<file path="src/rtl/queue_stop_dispatcher.sv">
// Stop-queue read-side dispatcher: reads head/next from the queue RAM, drives the car,
// pops the head on arrival and dwells with the door open. Optional macro REPLAN_EN.
module queue_stop_dispatcher #(
  parameter int DOOR_CYCLES = 50,
  parameter int CNT_W       = 8
) (
  input  logic             clk,
  input  logic             clear,
  input  logic             enable,
  input  logic [3:0]       andar_atual,
  input  logic [3:0]       q,
  output logic [3:0]       addr,
  output logic             shift,
  output logic [3:0]       destino,
  output logic [3:0]       proximo,
  output logic             destino_valido,
  output logic             subir,
  output logic             descer,
  output logic             porta_aberta,
  output logic [CNT_W-1:0] atendidos
);

  localparam int DW = (DOOR_CYCLES > 1) ? $clog2(DOOR_CYCLES) : 1;
  localparam logic [DW-1:0] DOOR_LAST = DW'(DOOR_CYCLES - 1);

  typedef enum logic [2:0] {
    S_IDLE, S_LE_CABECA, S_LE_PROXIMO, S_AVALIA, S_MOVENDO, S_CHEGOU, S_PORTA
  } state_t;

  state_t           r_state, w_next;
  logic [3:0]       r_destino, r_proximo;
  logic             r_valido;
  logic [CNT_W-1:0] r_atendidos;
  logic [DW-1:0]    r_door;
  logic             w_arrive, w_abort, w_replan;
  logic [3:0]       w_move_addr;

  assign w_arrive = (r_destino == andar_atual);

`ifdef REPLAN_EN
  // While moving, the head is re-read every cycle so the target can follow it.
  assign w_move_addr = 4'd0;
  assign w_abort     = (q == 4'd0);
  assign w_replan    = (q != 4'd0) && (q != r_destino);
`else
  assign w_move_addr = 4'd1;
  assign w_abort     = 1'b0;
  assign w_replan    = 1'b0;
`endif

  always_ff @(posedge clk or posedge clear) begin
    if (clear) r_state <= S_IDLE;
    else       r_state <= w_next;
  end

  always_comb begin
    w_next = r_state;
    unique case (r_state)
      S_IDLE:       if (enable) w_next = S_LE_CABECA;
      S_LE_CABECA:  w_next = S_LE_PROXIMO;
      S_LE_PROXIMO: w_next = S_AVALIA;
      S_AVALIA: begin
        if (r_destino == 4'd0) w_next = S_IDLE;
        else if (w_arrive)     w_next = S_CHEGOU;
        else                   w_next = S_MOVENDO;
      end
      S_MOVENDO: begin
        if (w_abort)       w_next = S_IDLE;
        else if (w_arrive) w_next = S_CHEGOU;
      end
      S_CHEGOU:     w_next = S_PORTA;
      S_PORTA:      if (r_door == '0) w_next = S_LE_CABECA;
      default:      w_next = S_IDLE;
    endcase
  end

  always_comb begin
    addr         = 4'd0;
    shift        = 1'b0;
    subir        = 1'b0;
    descer       = 1'b0;
    porta_aberta = 1'b0;
    unique case (r_state)
      S_LE_PROXIMO: addr = 4'd1;
      S_AVALIA:     addr = w_move_addr;
      S_MOVENDO: begin
        addr   = w_move_addr;
        subir  = !w_abort && (r_destino > andar_atual);
        descer = !w_abort && (r_destino < andar_atual);
      end
      S_CHEGOU:     shift = 1'b1;
      S_PORTA:      porta_aberta = 1'b1;
      default:      ;
    endcase
  end

  always_ff @(posedge clk or posedge clear) begin
    if (clear) begin
      r_destino   <= 4'd0;
      r_proximo   <= 4'd0;
      r_valido    <= 1'b0;
      r_atendidos <= '0;
      r_door      <= '0;
    end else begin
      unique case (r_state)
        S_LE_PROXIMO: r_destino <= q;
        S_AVALIA: begin
          r_proximo <= q;
          if (r_destino == 4'd0) r_valido <= 1'b0;
          else if (!w_arrive)    r_valido <= 1'b1;
        end
        S_MOVENDO: begin
          if (w_abort)                    r_valido  <= 1'b0;
          else if (w_replan && !w_arrive) r_destino <= q;
        end
        S_CHEGOU: begin
          r_valido <= 1'b0;
          r_door   <= DOOR_LAST;
          if (r_atendidos != {CNT_W{1'b1}}) r_atendidos <= r_atendidos + CNT_W'(1);
        end
        S_PORTA: if (r_door != '0) r_door <= r_door - DW'(1);
        default: ;
      endcase
    end
  end

  assign destino        = r_destino;
  assign proximo        = r_proximo;
  assign destino_valido = r_valido;
  assign atendidos      = r_atendidos;

endmodule

</file>
<file path="config.mk">
export PLATFORM = sky130hd
export DESIGN_NAME = queue_stop_dispatcher
export DESIGN_NICKNAME = d
export VERILOG_FILES = /design/src/rtl/queue_stop_dispatcher.sv
export SDC_FILE = /design/constraint.sdc
export NUM_CORES = 1
export LEC_CHECK = 0
export BUFFER_PORTS_ARGS = -buffer_cell sky130_fd_sc_hd__buf_4
export CORE_UTILIZATION = 53
export CTS_CLUSTER_SIZE = 20
export DETAILED_ROUTE_END_ITERATION = 8
export GPL_ROUTABILITY_DRIVEN = 0
export PLACE_DENSITY = 0.76
export SYNTH_ARGS = -nofsm -noshare
export SYNTH_HDL_FRONTEND = slang
export SYNTH_SLANG_ARGS = --single-unit
</file>
<file path="constraint.sdc">
create_clock -name clk -period 1.77 [get_ports clk]
set_input_delay 0.354 -clock clk [delete_from_list [all_inputs] [get_ports clk]]
set_output_delay 0.354 -clock clk [all_outputs]
set_load 0.02 [all_outputs]
</file>
== Word level (Yosys, flattened, before mapping) ==
Index checks and enable logic that the tools add are counted.
Widths: inputs -> output; s select.
Word-level totals
  logic and storage cells: 50
  bits of input ports: 11
  output and inout bits: 25
  register bits after elaboration: 26
Cells by class
  add/subtract/negate cells: 2
  $lt $le $gt $ge: 2
  reduce and logical (&&, ||, !) cells: 11
  eq/ne operators: 13
  mux-type cells: 16
Operators by type and width (number)
  $pmux 3 s7: 1
  $mux 3: 4
  $pmux 6 s2: 1
  $eq 3x3->1 const B: 3
  $add 8x1->8 const B: 1
  $mux 1: 8
  $ne 2x2->1 const B: 4
  $ne 8x8->1 const B: 1
  $eq 3x2->1 const B: 2
  $logic_not 6->1: 1
  $mux 6: 1
  $reduce_and 2->1: 3
  $reduce_bool 6->1: 1
  $sub 6x1->6 const B: 1
  $eq 4x4->1: 1
  $gt 4x4->1: 1
  $logic_not 4->1: 1
  $lt 4x4->1: 1
  $reduce_bool 2->1: 2
  $eq 3x1->1 const B: 1
  $logic_not 3->1: 1
  $ne 3x3->1 const B: 1
  $reduce_and 3->1: 1
  $reduce_or 3->1: 1
  $pmux 1 s2: 1

== Depth between registers and ports, before layout ==
Gate-level depths: netlist of run 1.
  word-level depth: 4
  gate-level depth with buffers: 5
  depth with buffers taken out: 5

== Worst setup path after synthesis of run 1 ==
OpenSTA, ideal clock, no wires.
  kind: reg-to-output
  start point: reg r_destino[1], in the netlist destino[1]
  end point: out descer
  arrival: 1.339 ns
  stages on the path, launching flop included: 5
  slack: 0.077 ns
  buffers on the path: 0
  required time: 1.416 ns
  path through: dfrtp_1 -> ha_1 -> nor2b_1 -> o211ai_1 -> and3_1
On the way
  word-level cells in the longest chain between the ends: 2
Ends and longest elaborated chain
  start: declaration: line 31  | logic [3:0] r_destino, r_proximo;
  start signal: assignment: line 106  | S_LE_PROXIMO: r_destino <= q;
  start signal: assignment: line 114  | else if (w_replan && !w_arrive) r_destino <= q;
  $lt 4x4->1: line 89  | descer = !w_abort && (r_destino < andar_atual);
  $mux 1: line 83  | unique case (r_state)
  end: declaration: line 18  | output logic descer,
Every way passes these cells.

== Worst setup path in the final report of run 1 ==
Ends and elaborated chain as after synthesis.

==> reports/metrics.cfg, run 1 <==
[status]
status = finished with violations
violations = setup timing

[timing]
fin_ws_ns = -0.277
drv_slew = 0
fin_worst_skew_ns = 0.00420
period_share = 1.16
grt_setup_unrepaired = yes
hold_viol_final = 0
period_minus_slack_ns = 2.05
setup_viol = 2
max_freq_ghz = 0.489

[critical_path]
cp.required_ns = 1.42
critPathMaxStageDelay_ns = 0.42
cp.arrival_ns = 1.69
r2r-start = r_state[2]
crit_chain = ha_1, nor2b_1, o211ai_1, and3_1, buf_4
critPathCaptureType = output pin
crit_path_max_fanout = 2
worstSetupPathType = register to output pin
startpoint = destino[1]
cp_slowest_cell = dfrtp_1
start_kind = register

[route]
postRouteAntennaNets = 0
dr.pass1.iters = 4
drtIter0Drc = 82
vias = 1272
routedWlPerCell_um = 14.6
drc = 0
routed_via_density = 5.81
wl_um = 3190

[synth]
synth_enable_flop_cells = 0
synth.most_common_cell = dfrtp_1
synth_area_leaders = dfrtp_1, mux2_2, ha_1
yosys.area.top_type = dfrtp_1
synth_cells = 148
ys_ff_latch = 26
synthTopCellsByCount = dfrtp_1, mux2_2, inv_1
synthArstFlopShare = 1.00
synth_cell_types = 41
synth_flop_cell = dfrtp_1
synth.avg_cell_area_um2 = 10.2
yosys_warnings = 0
seq_area_frac_synth = 0.430
syn_area_um2 = 1510
yosys.area.top_type_share = 0.430

[clock_tree]
cts_root_buffer = clkbuf_4
numCtsBuffers = 3
cts.sink_count = 26
clkTransAtPathRegs_ns = 0.14
cts_tree = yes
insertion_delay_ns = 0.32
cts.path.max_buffers = 2
cts.htree.levels = 1

[power]
ir_drop_v = 0.00124
p_total_mw = 3.36
total_leakage_power_nw = 0.917
cellPowerDensity_nw_per_um2 = 1770

[cells_and_area]
drive_gt1_frac = 0.346
fillCellCount = 213
multi_input_area_um2 = 790
area_growth_pct = 25.6
regArea_um2 = 653
diodes = 0
fin_cells = 219
stdcell_area_um2 = 1900
nets = 207

[worst_hold_path]
min_path_type = input port to async pin

[grt]
overflow = 0
grt_max_degree = 27
antenna_found_initial = 0
grt_pass1_vias = 1279
grt_usage = 0.232
grt_first_pass_wirelength_um = 5640

[flow_run]
cap_violations = 0

[floorplanning]
coreArea_um2 = 2730
fp.dieW_um = 55.4
start_util = 0.553
pin_count = 36
die_y_um = 55.4
fp-row-count = 19
dieArea_um2 = 3070

[placed_design]
io_buffer_count = 32
placed_cells = 209
place_hpwl_um = 2370
dpl_cell_area_um2 = 1780

[per-layer routing]
layer / vias up / track usage / wire length [um]
met1: 599 / 0.299 / 1430
met3: 7 / 0.0304 / 134
met5: - / 0 / 0
met2: 38 / 0.392 / 1570
li1: 628 / - / -
met4: 0 / 0.100 / 59
[sequential cells by signal (all words and copies together), names as in the netlist]
name and cells:
atendidos 8, proximo 4, destino_valido 1, r_state 3, destino 4, r_door 6
[final cells by class]
class                           instances  share of cell area
Sequential cell                        26               0.344
Timing Repair Buffer                   44               0.174
Tap cell                               31              0.0204
Clock inverter                          1              0.0158
Inverter                                9              0.0178
Clock buffer                            3              0.0119
Multi-Input combinational cell        105               0.416
[power by group]
part | switching (mW) | internal [mW]
registers | 0.268 | 0.835
clock network | 0.177 | 0.229
logic | 0.947 | 0.900
[worst max-delay path: cells and delay by family (launching register included)]
kind	cells	cell delay (ns)
flip-flops	1	0.42
adder cells (fa/ha/maj)	1	0.29
AND/OR/NAND/NOR	2	0.33
AO/OA/AOI/OAI	1	0.20
buffers and inverters	1	0.13
[timing repair]
action                                  4_1_cts  5_1_grt
pin swaps                                     0        1
hold buffers                                  0        0
hold endpoints to repair                      0        0
gates resized for setup                       1        7
endpoints found under the setup margin        3        5
buffers inserted                              3        3
[worst paths after layout]
kind | cells past startpoint | slack [ns] | to
max | 5 | -0.28 | descer
min | 3 | 0.06 | atendidos[4]
max reg2reg | 4 | 0.18 | atendidos[1]
min reg2reg | 1 | 0.53 | proximo[0]
max in group asynchronous | 3 | 1.46 | r_state[1]
min in group clk | 2 | 0.26 | destino[2]
[through the flow]
stage / TNS, ns / utilization / setup slack, ns / hold WS [ns]
global placement: 0 / 0.652 / 0.0742 / 0.427
detailed placement: 0 / 0.652 / 0.0218 / 0.437
floorplan: 0 / - / 0.0771 / 0.394
finish: -0.507 / 0.694 / -0.277 / 0.0583
global route: -0.784 / 0.694 / -0.409 / 0.0870
CTS: -0.473 / 0.680 / -0.264 / 0.0658
[cells by family (layout without fill, tap and decap cells)]
kind of cell	after synthesis	in the layout	synth area share
flip-flops	26	26	0.430
other	1	3	0.00248
buffers and inverters	19	57	0.0621
adder cells (fa/ha/maj)	7	7	0.0579
multiplexers	12	12	0.0886
AO/OA/AOI/OAI	32	32	0.154
AND/OR/NAND/NOR	48	48	0.187
XOR/XNOR	3	3	0.0174
[placed cells by master (no fill, tap or decap), drive strengths merged, types with 4 or more instances in the layout]
| cell | Yosys | layout |
|---|---|---|
| a21oi | 4 | 4 |
| and3b | 4 | 4 |
| buf | 10 | 44 |
| dfrtp | 26 | 26 |
| ha | 7 | 7 |
| inv | 9 | 9 |
| mux2 | 11 | 11 |
| nand2 | 5 | 5 |
| nand2b | 4 | 4 |
| nand3 | 8 | 8 |
| nand4 | 4 | 4 |
| nor2 | 5 | 5 |
| nor2b | 4 | 4 |
| o21ai | 5 | 5 |
Note: power is estimated with default switching activity, not from simulation.
==> run 2, diff against run 1 <==
==> constraint.sdc (replaced) <==
create_clock -name clk -period 1.77 [get_ports clk]
set_input_delay 0.0885 -clock clk [delete_from_list [all_inputs] [get_ports clk]]
set_output_delay 0.0885 -clock clk [all_outputs]
set_load 0.02 [all_outputs]
==> run 2 against run 1 <==
The run now ends clean. Sequential share of layout area is 0.51 points lower. Via count is 4.2% higher. Maximum frequency is 18% higher. Worst hold slack better by 0.11 ns. Routed wire length is 5.9% higher. Sequential power hardly changed. Final cell count is 0.91% higher. Utilization is 1.1 points higher. Cell area is 1.5% higher. Flip-flop and latch count stayed put. Clock power is 1% higher.
==> reports/metrics.cfg, run 2 (synthesized netlist as in run 1, its figures left out) <==
[floorplanning]
pin_count = 36
dieArea_um2 = 3070
die_y_um = 55.4
start_util = 0.553
coreArea_um2 = 2730
fp-row-count = 19
fp.dieW_um = 55.4

[timing]
period_share = 0.979
slew_headroom = 0.664
worst_pin_slew_ns = 0.491
fin_worst_skew_ns = 0.00558
max_freq_ghz = 0.577
period_minus_slack_ns = 1.73
hold_viol_final = 0
setup_viol = 0
fin_ws_ns = 0.0377
drv_slew = 0
grt_setup_unrepaired = yes

[critical_path]
start_kind = register
cp_slowest_cell = dfrtp_1
critPathMaxStageDelay_ns = 0.44
crit_chain = ha_4, nor2b_1, o211ai_1, and3_1, buf_6
worstSetupPathType = register to output pin
r2r_slack_ns = 0.15
cp.arrival_ns = 1.64
critPathCaptureType = output pin
crit_path_max_fanout = 2
cp.required_ns = 1.68

[grt]
grt_first_pass_wirelength_um = 5680
antenna_found_initial = 0
grt_max_degree = 27
gr-usage-met3 = 0.0351
grt_use_met1 = 0.307
overflow = 0
grt_pass1_vias = 1237
grt.met2_usage = 0.379
busiest_layer = met2
grt_usage = 0.237

[route]
dr.pass1.iters = 4
drc = 0
drtIter0Drc = 43
routed_via_density = 6.00
postRouteAntennaNets = 0
vias = 1326
routedWlPerCell_um = 15.3
wl_um = 3380

[cells_and_area]
final_util = 0.705
nets = 209
largest_reg_flops = 8
diodes = 0
area_growth_pct = 27.5
stdcell_area_um2 = 1930
most-common-layout-cells = buf_4, dfrtp_1, mux2_2
drive_gt1_frac = 0.311
final_common_cell = buf_4

[clock_tree]
cts.htree.levels = 1
cts_tree = yes
cts_root_buffer = clkbuf_4
clkTransAtPathRegs_ns = 0.14
insertion_delay_ns = 0.33
cts.sink_count = 26
cts.path.max_buffers = 2
numCtsBuffers = 3

[placed_design]
place_hpwl_um = 2430
dp_slack_ns = 0.178
dpl_cell_area_um2 = 1780
io_buffer_count = 32

[power]
cellPowerDensity_nw_per_um2 = 1730
total_leakage_power_nw = 0.920
ir_drop_v = 0.00120

[flow_run]
cap_violations = 0

[status]
status = completed

[worst_hold_path]
min_path_type = input port to register

-- run 2: cell types whose count changed in the layout (fill, tap and decap cells not counted), sizes merged --
cell         change
buf              -3
dlygate4sd3      +5
-- run 2: path summary, 6_finish.rpt --
kind,end,depth (start not counted),start
setup / recovery,descer,5,destino[1]
min in group asynchronous,atendidos[4],4,clear
hold / removal,r_state[0],4,enable
hold reg to reg,proximo[2],1,proximo[2]
max in group asynchronous,r_state[2],4,clear
setup reg to reg,r_door[1],5,r_door[0]
-- run 2: power breakdown --
group / total, mW / internal, mW / leakage, nW / switching, mW
logic: 1.79 / 0.864 / 0.575 / 0.924
registers: 1.13 / 0.834 / 0.317 / 0.298
clock network: 0.411 / 0.229 / 0.0279 / 0.182
total: 3.33 / 1.93 / 0.920 / 1.40
-- run 2: final cells by class --
cell class	count	area (um^2)
fill	206	807
multi-input combinational	105	787
sequential	26	653
timing repair buffer	46	362
tap	31	38.8
inverter	9	33.8
clock inverter	1	30.0
clock buffer	3	22.5
-- run 2: repair_timing --
item	CTS	global route
resized for setup	0	4
hold endpoints to repair	34	0
cloned	0	0
pin swaps	0	2
buffers inserted	1	3
hold buffers	5	0
endpoints found under the setup margin	2	4
-- run 2: per-layer routing --
| metal | wire, um | up-vias | share of wire |
|---|---|---|---|
| li1 | - | 633 | - |
| met1 | 1520 | 645 | 0.45 |
| met2 | 1640 | 38 | 0.48 |
| met3 | 114 | 10 | 0.034 |
| met4 | 104 | 0 | 0.031 |
| met5 | 0 | - | 0 |
-- run 2: through the flow --
step,hold WS (ns),instances,TNS [ns],power (mW)
final,0.167,221,0,3.33
after global routing,0.162,221,-0.0331,3.56
after CTS,0.166,218,-0.0343,3.26
after detailed placement,0.173,208,0,2.80
after global placement,0.166,208,0,2.75
after floorplan,0.129,150,0,2.21
-- run 2: worst max-delay path, delay by kind of cell (launching register included) --
kind / cells / cell delay (ns)
flip-flops: 1 / 0.44
AND/OR/NAND/NOR: 2 / 0.32
adder cells (fa/ha/maj): 1 / 0.22
AO/OA/AOI/OAI: 1 / 0.22
buffers and inverters: 1 / 0.12
